[src/rtl/pac_pkg.sv]
// Shared definitions for the Pacman movement controller and its helpers:
// direction codes, tile size, coordinate widths and the FSM state enum.
package pac_pkg;

    localparam int TILE = 16;
    localparam int X_W  = 10;
    localparam int Y_W  = 9;

    localparam logic [1:0] DIR_UP    = 2'b00;
    localparam logic [1:0] DIR_DOWN  = 2'b01;
    localparam logic [1:0] DIR_LEFT  = 2'b10;
    localparam logic [1:0] DIR_RIGHT = 2'b11;

    typedef enum logic [2:0] {
        ST_IDLE,
        ST_TRY_PEND,
        ST_WAIT_PEND,
        ST_TRY_CUR,
        ST_WAIT_CUR
    } state_t;

endpackage

[src/rtl/pac_move_ctrl_if.sv]
// Collision-query channel: valid/ready query (q_*) from the mover to the
// wall checker and a one-cycle response pulse (r_valid, r_free) back.
// Ports: master = query initiator, slave = wall/collision checker.
interface pac_move_ctrl_if;

    logic                    q_valid;
    logic [pac_pkg::X_W-1:0] q_x;
    logic [pac_pkg::Y_W-1:0] q_y;
    logic                    q_ready;
    logic                    r_valid;
    logic                    r_free;

    modport master (
        output q_valid, q_x, q_y,
        input  q_ready, r_valid, r_free
    );

    modport slave (
        input  q_valid, q_x, q_y,
        output q_ready, r_valid, r_free
    );

endinterface

[src/rtl/pac_next_tile.sv]
// Combinational next-tile candidate: one TILE step from (x, y) along dir,
// plus an out-of-field flag. Ports: x, y, dir in; nx, ny, oob out.
// PAC_TUNNEL_WRAP_EN: horizontal exits wrap to the opposite edge instead
// of being flagged out-of-field.
module pac_next_tile
    import pac_pkg::*;
#(
    parameter logic [X_W-1:0] X_MAX = 10'd624,
    parameter logic [Y_W-1:0] Y_MAX = 9'd464
) (
    input  logic [X_W-1:0] x,
    input  logic [Y_W-1:0] y,
    input  logic [1:0]     dir,
    output logic [X_W-1:0] nx,
    output logic [Y_W-1:0] ny,
    output logic           oob
);

    localparam logic [X_W-1:0] TX = X_W'(TILE);
    localparam logic [Y_W-1:0] TY = Y_W'(TILE);

    // One extra bit so x+16 / y+16 cannot wrap before the bound check.
    logic [X_W:0] x_inc;
    logic [Y_W:0] y_inc;

    assign x_inc = {1'b0, x} + {1'b0, TX};
    assign y_inc = {1'b0, y} + {1'b0, TY};

    always_comb begin
        nx  = x;
        ny  = y;
        oob = 1'b0;
        unique case (dir)
            DIR_UP: begin
                if (y < TY) oob = 1'b1;
                else        ny  = y - TY;
            end
            DIR_DOWN: begin
                if (y_inc > {1'b0, Y_MAX}) oob = 1'b1;
                else                       ny  = y_inc[Y_W-1:0];
            end
            DIR_LEFT: begin
                if (x < TX) begin
`ifdef PAC_TUNNEL_WRAP_EN
                    nx = X_MAX;
`else
                    oob = 1'b1;
`endif
                end else begin
                    nx = x - TX;
                end
            end
            DIR_RIGHT: begin
                if (x_inc > {1'b0, X_MAX}) begin
`ifdef PAC_TUNNEL_WRAP_EN
                    nx = '0;
`else
                    oob = 1'b1;
`endif
                end else begin
                    nx = x_inc[X_W-1:0];
                end
            end
        endcase
    end

endmodule

[src/rtl/pac_move_ctrl.sv]
// Pacman movement controller: per tick, tries the pending heading then the
// current one via the collision-query channel and commits the first free move.
// Ports: clk, rst, tick, dir_req, dir_req_valid, bus (query master),
// PacX, PacY, cur_dir, moving, tick_miss. Option: PAC_TUNNEL_WRAP_EN.
module pac_move_ctrl
    import pac_pkg::*;
#(
    parameter logic [X_W-1:0] START_X = 10'd304,
    parameter logic [Y_W-1:0] START_Y = 9'd272,
    parameter logic [X_W-1:0] X_MAX   = 10'd624,
    parameter logic [Y_W-1:0] Y_MAX   = 9'd464,
    parameter int             TIMEOUT = 8
) (
    input  logic              clk,
    input  logic              rst,
    input  logic              tick,
    input  logic [1:0]        dir_req,
    input  logic              dir_req_valid,
    pac_move_ctrl_if.master   bus,
    output logic [X_W-1:0]    PacX,
    output logic [Y_W-1:0]    PacY,
    output logic [1:0]        cur_dir,
    output logic              moving,
    output logic              tick_miss
);

    localparam int CNT_W = $clog2(TIMEOUT + 1);
    localparam logic [CNT_W-1:0] CNT_LAST = CNT_W'(TIMEOUT - 1);

    state_t state, state_n;

    logic [1:0]     pend_dir;
    logic [X_W-1:0] cand_x;
    logic [Y_W-1:0] cand_y;
    logic [1:0]     cand_dir;
    logic           cand_oob;
    logic [CNT_W-1:0] cnt;

    logic [1:0]     tile_dir;
    logic [X_W-1:0] nx;
    logic [Y_W-1:0] ny;
    logic           n_oob;

    logic ld_cand;
    logic commit;
    logic block;
    logic cnt_clr;
    logic cnt_inc;
    logic q_valid_c;
    logic last;

    pac_next_tile #(
        .X_MAX (X_MAX),
        .Y_MAX (Y_MAX)
    ) u_next (
        .x   (PacX),
        .y   (PacY),
        .dir (tile_dir),
        .nx  (nx),
        .ny  (ny),
        .oob (n_oob)
    );

    assign bus.q_valid = q_valid_c;
    assign bus.q_x     = cand_x;
    assign bus.q_y     = cand_y;

    assign last = (cnt == CNT_LAST);

    always_ff @(posedge clk) begin
        if (rst) state <= ST_IDLE;
        else     state <= state_n;
    end

    always_comb begin
        state_n   = state;
        tile_dir  = cur_dir;
        ld_cand   = 1'b0;
        commit    = 1'b0;
        block     = 1'b0;
        cnt_clr   = 1'b0;
        cnt_inc   = 1'b0;
        q_valid_c = 1'b0;
        unique case (state)
            ST_IDLE: begin
                if (tick) begin
                    ld_cand = 1'b1;
                    if (pend_dir != cur_dir) begin
                        tile_dir = pend_dir;
                        state_n  = ST_TRY_PEND;
                    end else begin
                        state_n  = ST_TRY_CUR;
                    end
                end
            end
            ST_TRY_PEND: begin
                // Out-of-field candidate: skip the query, fall to current.
                if (cand_oob) begin
                    ld_cand = 1'b1;
                    state_n = ST_TRY_CUR;
                end else begin
                    q_valid_c = 1'b1;
                    if (bus.q_ready) begin
                        cnt_clr = 1'b1;
                        state_n = ST_WAIT_PEND;
                    end
                end
            end
            ST_WAIT_PEND: begin
                if (bus.r_valid && bus.r_free) begin
                    commit  = 1'b1;
                    state_n = ST_IDLE;
                end else if (bus.r_valid || last) begin
                    ld_cand = 1'b1;
                    state_n = ST_TRY_CUR;
                end else begin
                    cnt_inc = 1'b1;
                end
            end
            ST_TRY_CUR: begin
                if (cand_oob) begin
                    block   = 1'b1;
                    state_n = ST_IDLE;
                end else begin
                    q_valid_c = 1'b1;
                    if (bus.q_ready) begin
                        cnt_clr = 1'b1;
                        state_n = ST_WAIT_CUR;
                    end
                end
            end
            ST_WAIT_CUR: begin
                if (bus.r_valid && bus.r_free) begin
                    commit  = 1'b1;
                    state_n = ST_IDLE;
                end else if (bus.r_valid || last) begin
                    block   = 1'b1;
                    state_n = ST_IDLE;
                end else begin
                    cnt_inc = 1'b1;
                end
            end
            default: state_n = ST_IDLE;
        endcase
    end

    always_ff @(posedge clk) begin
        if (rst) begin
            pend_dir  <= DIR_LEFT;
            cur_dir   <= DIR_LEFT;
            PacX      <= START_X;
            PacY      <= START_Y;
            moving    <= 1'b0;
            tick_miss <= 1'b0;
            cand_x    <= '0;
            cand_y    <= '0;
            cand_dir  <= DIR_LEFT;
            cand_oob  <= 1'b0;
            cnt       <= '0;
        end else begin
            if (dir_req_valid) pend_dir <= dir_req;
            tick_miss <= tick && (state != ST_IDLE);
            // Candidate is frozen here so q_x/q_y hold while q_valid waits.
            if (ld_cand) begin
                cand_x   <= nx;
                cand_y   <= ny;
                cand_dir <= tile_dir;
                cand_oob <= n_oob;
            end
            if (commit) begin
                PacX    <= cand_x;
                PacY    <= cand_y;
                cur_dir <= cand_dir;
                moving  <= 1'b1;
            end else if (block) begin
                moving  <= 1'b0;
            end
            if (cnt_clr)      cnt <= '0;
            else if (cnt_inc) cnt <= cnt + 1'b1;
        end
    end

endmodule

[src/flat_wrapper.sv]
// flat-port wrapper written by rule: the top's interface ports become plain ports
module pac_move_ctrl_flat import pac_pkg::*;
#(
    parameter logic [X_W-1:0] START_X = 10'd304,
    parameter logic [Y_W-1:0] START_Y = 9'd272,
    parameter logic [X_W-1:0] X_MAX   = 10'd624,
    parameter logic [Y_W-1:0] Y_MAX   = 9'd464,
    parameter int             TIMEOUT = 8
)
  (clk, rst, tick, dir_req, dir_req_valid, PacX, PacY, cur_dir, moving, tick_miss, bus_q_valid, bus_q_x, bus_q_y, bus_q_ready, bus_r_valid, bus_r_free);
  pac_move_ctrl_if bus_i ();
  input  logic clk;
  input  logic rst;
  input  logic tick;
  input  logic [1:0] dir_req;
  input  logic dir_req_valid;
  output logic [X_W-1:0] PacX;
  output logic [Y_W-1:0] PacY;
  output logic [1:0] cur_dir;
  output logic moving;
  output logic tick_miss;
  output wire logic [$bits(bus_i.q_valid)-1:0] bus_q_valid;
  output wire logic [$bits(bus_i.q_x)-1:0] bus_q_x;
  output wire logic [$bits(bus_i.q_y)-1:0] bus_q_y;
  input wire logic [$bits(bus_i.q_ready)-1:0] bus_q_ready;
  input wire logic [$bits(bus_i.r_valid)-1:0] bus_r_valid;
  input wire logic [$bits(bus_i.r_free)-1:0] bus_r_free;
  assign bus_q_valid = bus_i.q_valid;
  assign bus_q_x = bus_i.q_x;
  assign bus_q_y = bus_i.q_y;
  assign bus_i.q_ready = bus_q_ready;
  assign bus_i.r_valid = bus_r_valid;
  assign bus_i.r_free = bus_r_free;
  pac_move_ctrl #(.START_X(START_X), .START_Y(START_Y), .X_MAX(X_MAX), .Y_MAX(Y_MAX), .TIMEOUT(TIMEOUT)) u_core (.clk(clk), .rst(rst), .tick(tick), .dir_req(dir_req), .dir_req_valid(dir_req_valid), .bus(bus_i), .PacX(PacX), .PacY(PacY), .cur_dir(cur_dir), .moving(moving), .tick_miss(tick_miss));
endmodule
[config.mk]
export PLATFORM = sky130hd
export DESIGN_NAME = pac_move_ctrl_flat
export DESIGN_NICKNAME = d
export VERILOG_FILES = /design/src/rtl/pac_pkg.sv /design/src/rtl/pac_move_ctrl_if.sv /design/src/rtl/pac_next_tile.sv /design/src/rtl/pac_move_ctrl.sv /design/src/flat_wrapper.sv
export SDC_FILE = /design/constraint.sdc
export NUM_CORES = 1
export LEC_CHECK = 0
export ABC_CLOCK_PERIOD_IN_PS = 4970
export BUFFER_PORTS_ARGS = -buffer_cell sky130_fd_sc_hd__buf_2
export CORE_ASPECT_RATIO = 0.75
export CORE_UTILIZATION = 45
export CTS_CLUSTER_DIAMETER = 50
export DETAILED_ROUTE_END_ITERATION = 12
export PLACE_DENSITY = 0.69
export SLEW_MARGIN = 20
export SYNTH_ARGS = -nofsm -noshare
export SYNTH_HDL_FRONTEND = slang
export SYNTH_HIERARCHICAL = 1
export SYNTH_SLANG_ARGS = --single-unit
[constraint.sdc]
create_clock -name clk -period 4.97 [get_ports clk]
set_input_delay 0.7455 -clock clk [delete_from_list [all_inputs] [get_ports clk]]
set_output_delay 0.7455 -clock clk [all_outputs]
set_load 0.01 [all_outputs]
==> results.yml <==
cts:
  cts_buffers: 5
  clock_sink_count: 54
  cts-hold-fix-buffers: 0
  ctsHtreeMaxLevel: 2
  clock_insertion_delay_worst_skew_ns: 0.31
  clkTransAtPathRegs_ns: 0.11
  cts_setup_buffers: 0
  clockBufferDepth: 2
  cts_root_buffer: "clkbuf_8"
  cts_resized: 0
  clock_tree_from_tritoncts: "yes"
final_layout:
  util_after_layout: 0.5188
  synthToLayoutAreaGrowth_pct: 9.020
  design_area_um2: 3327
  layout-drive-gt1-share: 0.1841
  antenna_cells: 0
  instances_no_fill: 483
  nNetsFinal: 417
timing:
  worst_clock_skew_ns: 0.008986
  slew_viol_final: 0
  finalHoldViolCount: 0
  final_number_of_setup_violating_endpoints: 0
  worst_pin_slew_ns: 0.8441
  fin_setup_tns_ns: 0
  period_needed_ns: 2.947
  timing.max_slew.rel_slack: 0.4372
  timing.final.crit_share: 0.5931
  achievable-frequency_mhz: 339.3
  grt_setup_unrepaired: "no"
yosys:
  avgSynthCellArea_um2: 8.116
  yosysTopAreaCellShare: 0.3542
  yosysUniqueCellTypes: 61
  synthAdderAreaFrac: 0.03198
  syn-instance-count: 376
  mappedNetlistNets: 392
  synthSimpleGateAreaFrac: 0.2071
  postSynth.topFlopCell: "dfxtp_1"
  async_set_reset_flop_share_out_of_synthesis: 0
  synth.yosys.seq_area_share: 0.3542
  synth_largest_area_cell: "dfxtp_1"
  synth_top_family_by_area: "simple AND/OR/NAND/NOR gates"
  synth-seq-cells: 54
  ys_warn_count: 6
  synth.area.top_cells: "dfxtp_1 35%, mux2i_1 8.2%, a21oi_1 5.9%"
  synth_edf_count: 0
  synthXorXnorAreaFrac: 0.02583
  synth_area_in_compound_gates: 0.2009
  syn_area_um2: 3052
  synth_mux_area_frac: 0.09307
global_routing:
  grt_remaining_overflow: 0
  antenna_violations_before_repair: 0
  grt_start_max_net_pins: 42
  grt_pass1_vias: 2689
  global_route.usage.total: 0.2230
  grt_pass1_wl_mm: 12.90
route:
  vias_per_cell: 5.923
  finalWirelength_mm: 7.634
  drt-pass1-iter-count: 4
  drcViolationCount: 0
  drtAntennaViolNets: 0
  detail_route.wl_per_cell_um: 15.81
  first_iter_violations: 142
  vias: 2861
critical_path:
  cp_slowest_stage_delay_ns: 0.52
  cp.required_ns: 5.20
  cp_top_family: "simple AND/OR/NAND/NOR gates"
  crit_arrival_ns: 3.18
  timing.critical_path.to_type: "flop"
  worst_path_max_delay_cell: "mux2_2"
  critPathBufInv: 0
  start_kind: "flop"
  critical_path.cell_chain: "nor4b_1 > mux2_2 > nand2b_1 > nor4_1 > o311ai_0 > a21boi_0 > o31ai_1 > o21ai_0 > a21oi_1"
  path_class: "flop to flop"
  critical_path_fanout_max: 17
placed_design:
  post-place-cells: 475
  dpl-instance-area_um2: 3232
  hpwlAfterDp_mm: 5.150
  port_buffers: 51
  place_congestion: 0.9153
die:
  chipWidth_um: 97.09
  floorplan.rows: 25
  core_um2: 6412
  design.die.area_um2: 7118
  dieHeight_um: 73.32
  start_util: 0.4759
  design.portCount: 52
job:
  max_cap_viol_count: 0
hold_path:
  hold_path_class: "flop to flop"
pwr:
  powerDensity_nw_per_um2: 309.9
  power.leakage_nw: 1.261
  vdd_drop_max_mv: 0.1797
run_status:
  result_of_the_run: "completed"
[synth_stat cells (3+ instances only)]
master,number
inv_1,15
o21ai_0,31
xnor2_1,5
buf_2,4
nand2_1,25
mux2i_1,25
nor3_1,14
mux2_2,3
dfxtp_1,54
xor2_1,4
a21oi_1,36
nor2_1,29
buf_6,4
a31oi_1,6
ha_1,7
buf_4,8
clkbuf_1,19
nand4_1,5
or3_1,5
o211ai_1,3
nand3_1,25
[routing by layer]
| layer | part of all wire | vias to the layer above | track usage |
|---|---|---|---|
| met5 | 0 | - | 0 |
| met1 | 0.49 | 1348 | 0.3041 |
| met3 | 0.058 | 14 | 0.04186 |
| li1 | - | 1397 | - |
| met4 | 0.016 | 0 | 0.08624 |
| met2 | 0.44 | 102 | 0.3545 |
[power by group]
part           leakage (nW)  internal [mW]  total (mW)  switching, mW
clock network        0.0483          0.102       0.257          0.155
logic                 0.775          0.108       0.271          0.163
registers             0.438          0.461       0.503         0.0418
[cells by family (layout without fill, tap and decap cells)]
family	Yosys count	count (layout)
buffers and inverters	51	77
flip-flops	54	54
XOR/XNOR	9	9
AO/OA/AOI/OAI	101	101
AND/OR/NAND/NOR	125	125
adder cells (fa/ha/maj)	8	8
multiplexers	28	28
[per-stage QoR]
step           power (mW)  hold slack [ns]  setup slack [ns]
6_report            1.031           0.4848             2.023
5_1_grt             1.090           0.5124             1.756
2_1_floorplan      0.7097           0.4466             2.315
4_1_cts             1.035           0.4871             2.082
3_5_place_dp       0.7792           0.4721             1.774
3_3_place_gp       0.7727           0.4609             1.889
[tightest hold or removal path: stages (launching register included)]
cell and delay (ns):
dfxtp_1 0.34, nand2_1 0.06, a21oi_1 0.05
[layout by cell type, fill, tap and decap left out, types with 6 or more instances in the layout]
cell | Yosys | final
a21oi_1 | 36 | 36
a31oi_1 | 6 | 6
buf_2 | 4 | 51
dfxtp_1 | 54 | 54
ha_1 | 7 | 7
inv_1 | 15 | 15
mux2i_1 | 25 | 25
nand2_1 | 25 | 25
nand3_1 | 25 | 25
nor2_1 | 29 | 29
nor3_1 | 14 | 12
o21ai_0 | 31 | 30
[state kept, by name (all words and copies together), names as in the netlist]
signal / flops
u_core/cnt: 4
u_core/bus.q_x: 10
u_core/cand_dir: 2
u_core/bus.q_y: 9
u_core/PacX: 10
u_core/PacY: 9
u_core/cand_oob: 1
u_core/cur_dir: 2
u_core/pend_dir: 2
u_core/moving: 1
u_core/state: 3
u_core/tick_miss: 1
[worst paths after layout]
check                  startpoint                 to  depth (start not counted)  slack, ns
hold / removal      u_core/cnt[1]      u_core/cnt[1]                          2       0.48
setup / recovery  u_core/state[1]  u_core/bus.q_x[7]                          9       2.02
hold reg to reg     u_core/cnt[1]      u_core/cnt[1]                          2       0.48
setup reg to reg  u_core/state[1]  u_core/bus.q_x[7]                          9       2.02
[layout make-up]
| class | instances | area (um2) |
|---|---|---|
| inverters | 15 | 56.30 |
| multi-input cells | 271 | 1715 |
| fillers | 638 | 3085 |
| flip-flops and latches | 54 | 1081 |
| well taps | 81 | 101.3 |
| clock inverters | 3 | 26.28 |
| repair buffers | 54 | 277.8 |
| clock buffers | 5 | 68.82 |
No activity file was read; power rests on OpenSTA's default activity.
